`src/rtl/dma_copy_ctrl.sv`:
```
// Memory-mapped word-copy DMA engine. It borrows the data-memory port only in
// cycles the CPU leaves idle and raises a maskable level interrupt when done.
module dma_copy_ctrl #(
  parameter int LEN_W = 16
) (
  input  logic        clk,
  input  logic        reset,
  input  logic        CS_N,
  input  logic        RD_N,
  input  logic        WR_N,
  input  logic [11:0] Addr,
  input  logic [31:0] DataIn,
  output logic [31:0] DataOut,
  output logic        Intr,
  input  logic        cpu_mem_busy,
  output logic        mem_en,
  output logic        mem_we,
  output logic [31:0] mem_addr,
  output logic [31:0] mem_wdata,
  input  logic [31:0] mem_rdata,
  output logic [2:0]  state_dbg
);

  typedef enum logic [2:0] {
    IDLE = 3'd0,
    RD   = 3'd1,
    CAP  = 3'd2,
    WR   = 3'd3,
    FIN  = 3'd4
  } state_t;

  state_t state_q, next_state;

  logic [31:0]      src_q, dst_q;
  logic [LEN_W-1:0] len_q;
  logic             ie_q, done_q, intr_q;
  logic [31:0]      src_cnt, dst_cnt, buf_q;
  logic [LEN_W-1:0] word_cnt;

  logic reg_wr, reg_rd, ctrl_wr, busy, start_req;
  logic done_d, ie_d;
  logic unused_addr_bits;

  assign unused_addr_bits = ^Addr[11:4];

  assign reg_wr    = !CS_N && !WR_N;
  assign reg_rd    = !CS_N && !RD_N;
  assign ctrl_wr   = reg_wr && (Addr[3:0] == 4'hC);
  assign busy      = (state_q == RD) || (state_q == CAP) || (state_q == WR);
  assign start_req = ctrl_wr && DataIn[0] && !busy;
  assign state_dbg = state_q;
  assign Intr      = intr_q;

  // A DONE set from FIN takes priority over a same-cycle write-1-to-clear.
  always_comb begin
    done_d = done_q;
    ie_d   = ie_q;
    if (ctrl_wr) begin
      ie_d = DataIn[1];
      if (DataIn[2]) done_d = 1'b0;
    end
    if (state_q == FIN) done_d = 1'b1;
  end

  // Memory strobes are gated by cpu_mem_busy so the CPU always wins the port.
  always_comb begin
    next_state = state_q;
    mem_en     = 1'b0;
    mem_we     = 1'b0;
    mem_addr   = 32'd0;
    mem_wdata  = 32'd0;
    case (state_q)
      IDLE: begin
        if (start_req) next_state = (len_q != '0) ? RD : FIN;
      end
      RD: begin
        if (!cpu_mem_busy) begin
          mem_en     = 1'b1;
          mem_addr   = src_cnt;
          next_state = CAP;
        end
      end
      CAP: next_state = WR;
      WR: begin
        if (!cpu_mem_busy) begin
          mem_en     = 1'b1;
          mem_we     = 1'b1;
          mem_addr   = dst_cnt;
          mem_wdata  = buf_q;
          next_state = (word_cnt == LEN_W'(1)) ? FIN : RD;
        end
      end
      FIN: next_state = IDLE;
      default: next_state = IDLE;
    endcase
  end

  always_ff @(posedge clk) begin
    if (reset) begin
      state_q  <= IDLE;
      src_q    <= 32'd0;
      dst_q    <= 32'd0;
      len_q    <= '0;
      ie_q     <= 1'b0;
      done_q   <= 1'b0;
      intr_q   <= 1'b0;
      src_cnt  <= 32'd0;
      dst_cnt  <= 32'd0;
      word_cnt <= '0;
      buf_q    <= 32'd0;
    end else begin
      state_q <= next_state;
      done_q  <= done_d;
      ie_q    <= ie_d;
      intr_q  <= done_d & ie_d;

      if (reg_wr && !busy) begin
        case (Addr[3:0])
          4'h0: src_q <= {DataIn[31:2], 2'b00};
          4'h4: dst_q <= {DataIn[31:2], 2'b00};
          4'h8: len_q <= DataIn[LEN_W-1:0];
          default: ;
        endcase
      end

      // Working copies keep the programmed registers intact across a transfer.
      if (state_q == IDLE && start_req && len_q != '0) begin
        src_cnt  <= src_q;
        dst_cnt  <= dst_q;
        word_cnt <= len_q;
      end

      if (state_q == CAP) buf_q <= mem_rdata;

      if (state_q == WR && !cpu_mem_busy) begin
        src_cnt  <= src_cnt + 32'd4;
        dst_cnt  <= dst_cnt + 32'd4;
        word_cnt <= word_cnt - LEN_W'(1);
      end
    end
  end

  always_comb begin
    DataOut = 32'd0;
    if (reg_rd) begin
      case (Addr[3:0])
        4'h0: DataOut = src_q;
        4'h4: DataOut = dst_q;
        4'h8: DataOut = 32'(len_q);
        4'hC: DataOut = {29'd0, done_q, ie_q, busy};
        default: DataOut = 32'd0;
      endcase
    end
  end

endmodule

```
`config.mk`:
```
export PLATFORM = sky130hd
export DESIGN_NAME = dma_copy_ctrl
export DESIGN_NICKNAME = d
export VERILOG_FILES = /design/src/rtl/dma_copy_ctrl.sv
export SDC_FILE = /design/constraint.sdc
export NUM_CORES = 1
export LEC_CHECK = 0
export ABC_AREA = 1
export CAP_MARGIN = 20
export CORE_MARGIN = 4
export CORE_UTILIZATION = 31
export CTS_BUF_LIST = sky130_fd_sc_hd__clkbuf_4
export DETAILED_ROUTE_END_ITERATION = 12
export HOLD_SLACK_MARGIN = 0.05
export PLACE_DENSITY = 0.65
export SKIP_CTS_REPAIR_TIMING = 1
export SYNTH_ARGS = -nofsm -noshare
export SYNTH_HDL_FRONTEND = slang
export SYNTH_SLANG_ARGS = --single-unit
```
`constraint.sdc`:
```
create_clock -name clk -period 2.65 [get_ports clk]
set_clock_uncertainty 0.15 [all_clocks]
set_input_delay 0.795 -clock clk [delete_from_list [all_inputs] [get_ports clk]]
set_output_delay 0.795 -clock clk [all_outputs]
set_load 0.01 [all_outputs]
```
; Word level (Yosys, flattened, before mapping)
; Cells that the tools add are included.
[totals]
ff_bits = 194
in_bits = 82
out_inout_bits = 102
[op_classes]
addsub = 3
eq_ne = 11
mux = 26
bitwise = 1
n_reduce_logical = 25
[op_table]
columns = operator, n
row1 = $mux 32, 9
row2 = $pmux 32 s4, 1
row3 = $add 32x3->32 const B, 2
row4 = $pmux 32 s2, 1
row5 = $mux 16, 2
row6 = $eq 16x1->1 const B, 1
row7 = $reduce_bool 16->1, 1
row8 = $sub 16x1->16 const B, 1
row9 = $mux 3, 5
row10 = $pmux 3 s4, 1
row11 = $logic_and 1x1->1, 9
row12 = $eq 4x4->1 const B, 2
row13 = $mux 1, 7
row14 = $eq 3x2->1 const B, 2
row15 = $ne 2x2->1 const B, 3
row16 = $reduce_and 2->1, 3
row17 = $logic_not 1->1, 5
row18 = $eq 4x3->1 const B, 1
row19 = $logic_not 4->1, 1
row20 = $eq 3x1->1 const B, 1
row21 = $eq 3x3->1 const B, 1
row22 = $logic_not 3->1, 1
row23 = $reduce_and 3->1, 1
row24 = $logic_or 1x1->1, 2
row25 = 3 further kinds, 3

; Logic depth before layout (Yosys ltp)
[logic_depth]
ltp_word = 9
mapped_depth = 12
depth_no_buf = 11

; Worst setup path after synthesis
; No wires, ideal clock.
[synth_path]
path_type = input port to output port
startpoint = input port Addr[1]
endpoint = output port DataOut[21]
arrival_time_ns = 1.865
slack_ns = -0.160
stages = 7
n_path_buf = 2
cell_sequence = nor2_4 > nand3_1 > buf_2 > inv_1 > clkbuf_1 > nand2_1 > a21oi_1
[synth_between]
elab_chain_len = 3
[synth_rtl]
columns = item, line_no
row1 = start: declaration, 11  ; input logic [11:0] Addr,
row2 = $eq 4x4->1 (tied with other cells), 146  ; case (Addr[3:0])
row3 = $pmux 32 s4 *, 146
row4 = $mux 32 *, 145  ; if (reg_rd) begin
row5 = end: declaration, 13  ; output logic [31:0] DataOut,
; Mark *: on every way between the ends. The rest lies on a longest branch, timed or not.

; Worst setup path after layout
[layout_path]
startpoint = register state_q[0] (netlist: state_dbg[0])
endpoint = output port mem_addr[7]
[layout_between]
elab_chain_len = 2
[layout_rtl]
columns = item, line_no
row1 = start: declaration, 32  ; state_t state_q, next_state;
row2 = start signal: assignment, 112  ; state_q <= next_state;
row3 = $eq 3x2->1 or $eq 3x1->1 (tied branches), 72  ; case (state_q)
row4 = $pmux 32 s2 *, 72
row5 = end: declaration, 18  ; output logic [31:0] mem_addr,
; Marks and branches as above.

==> results.toml <==
[critical_path]
crit_top_cell = "nand2_4"
crit_chain = "nand2_4 > nor2_4 > nand2_4 > buf_12 > o22ai_1 > clkbuf_2"
slowest_stage = "dfxtp_4"
critical_path_required_ns = 1.71
critPathKind = "register to primary output"
critPathMaxFanout = 8
critical-path-max-stage-delay_ns = 0.41
end_kind = "primary output"
cp.arrival_ns = 1.99
start_kind = "register"

[status]
violations = "setup timing"
status = "complete, but fails checks"

[layout]
fillers = 3523
regArea_mm2 = 0.00381
nets = 2075
final_common_cell = "nand2_1"
area_growth_pct = 34.6
multi_input_area_mm2 = 0.00630
final_core_util = 0.427
drive_gt1_frac = 0.200
fin_cells = 2451
final_cell_mix = "nand2_1, nor2_1, dfxtp_1"

[timing]
slew_violations = 0
tightest_slew_ns = 0.624
finalWorstSetupSlack_ns = -0.284
max_freq_mhz = 341
hold_viol_final = 0
min_period_over_period = 1.11
maxSlewHeadroom = 0.584
tns_ns = -18.62
worst_hold_slack_ns = 0.321
final-setup-viol-count = 96
rsz0062_at_grt = "true"
fin_crit_ns = 2.93

[power_and_ir_drop]
power.density_mw_per_mm2 = 462
vdd_drop_max_mv = 0.335
p_total_mw = 6.65
total_leakage_power_nw = 6.09

[grt]
gr-total-overflow = 0
grt_pass1_wl_um = 62300
grt_max_degree = 103
antenna_found_initial = 1
track_usage = 0.206
grt_pass1_vias = 11200

[job]
cap_viol_max_count = 0

[clocking]
cts_inserted_buffers = 17
cts_max_path_buffers = 2
insertion_delay_ns = 0.62
clkTransAtPathRegs_ns = 0.16
cts_tree = "done"
cts_sinks = 190
htreeDepth = 4
root_buffer = "clkbuf_4"

[yosys]
ys_seq_area_frac = 0.355
synth.distinct_cells = 43
synth_warnings = 0
yosysTopAreaCell = "dfxtp_1"
netlist_area_mm2 = 0.0107
ys_ff_latch = 190
syn_inst = 1760
yosys-top-cells-area = "dfxtp_1, nand2_1, nor2_1, o21ai_0, a21oi_1"
yosysTopAreaCellShare = 0.355
avgSynthCellArea_um2 = 6.08

[placement]
portBuffers = 173
dp.final_hpwl_um = 30800
routabilityCongestion = 0.926
dp_cells = 2401

[floorplanning]
io_pins = 184
die_h_um = 194
initial_core_util = 0.317
chipWidth_um = 194
core_mm2 = 0.0338
rows = 67
die_area_mm2 = 0.0376

[routing]
drt_iter0_drc = 1191
viasPerCell = 5.02
dr_wl_met3_um = 3110
wl_um = 41400
drc = 0
vias = 12300
drt-pass1-iter-count = 6
wl_met2_um = 18200
wl_met1_um = 19100
drt-wirelength-per-cell_um = 16.9
antenna_left = 0
routed.top_layer = "met4"

[worst_hold_path]
hold_path.class = "register to register"
==> stage by stage <==
stage	instance area (um^2)	setup WS (ns)
global placement	13700	-0.995
detailed placement	13700	-1.02
floorplan	10800	-0.0555
global route	14400	-0.378
finish	14400	-0.284
CTS	14000	-1.03
==> critical path, delay by kind of cell (launching register included) <==
family          cells  cell delay, ns
simple gates        3            0.37
flops               1            0.41
buf+inv             2            0.35
compound gates      1            0.25
==> metal layers <==
layer | vias up | global-route usage
li1 | 6106 | -
met4 | 0 | 0.0581
met1 | 5638 | 0.289
met3 | 65 | 0.0492
met2 | 487 | 0.318
met5 | - | 0
==> where the power goes <==
part	internal (mW)	total, mW	switching (mW)
clock network	0.761	1.83	1.07
logic	0.627	1.63	1.00
registers	3.08	3.20	0.116
==> path summary, 6_finish.rpt <==
check | depth (start not counted) | slack, ns | end | start
min reg2reg | 2 | 0.32 | buf_q[18] | buf_q[18]
max | 6 | -0.28 | mem_addr[7] | state_dbg[0]
min | 2 | 0.32 | buf_q[18] | buf_q[18]
max reg2reg | 10 | 0.35 | word_cnt[5] | state_dbg[0]
==> flip-flops by register name, summed over array words and instances (netlist names) <==
name / flops
src_cnt: 30
buf_q: 32
word_cnt: 16
state_dbg: 3
dst_cnt: 30
Intr: 1
done_q: 1
src_q: 30
len_q: 16
ie_q: 1
dst_q: 30
==> cell usage after synthesis, drive strengths merged <==
cell	n
a211oi	1
a21boi	1
a21oi	147
a221oi	1
a32o	1
buf	46
clkbuf	45
clkinv	3
conb	1
dfxtp	190
ha	4
inv	197
mux2i	1
nand2	430
nand3	107
nand3b	3
nand4	24
nor2	318
nor3	13
nor3b	2
nor4	2
o211ai	4
o21a	6
o21ai	182
o21bai	1
o221ai	6
o22ai	19
o31ai	1
xnor2	1
xor2	3
==> layout make-up <==
type / instances / area share
tap: 448 / 0.0389
clock buffer: 18 / 0.00938
antenna: 1 / 0.000174
sequential: 190 / 0.265
timing repair buffer: 300 / 0.184
clock inverter: 14 / 0.0131
inverter: 200 / 0.0532
multi-input combinational: 1280 / 0.437
==> cell families after synthesis <==
kind of cell | synth area share
and+or+nand+nor | 0.343
AOI/OAI and AO/OA | 0.182
buffers and inverters | 0.111
DFF | 0.355
adders and majority gates | 0.00467
xor gates and xnor gates | 0.00327
other | 0.000350
muxes | 0.000935
(Power assumes the default switching activity.)
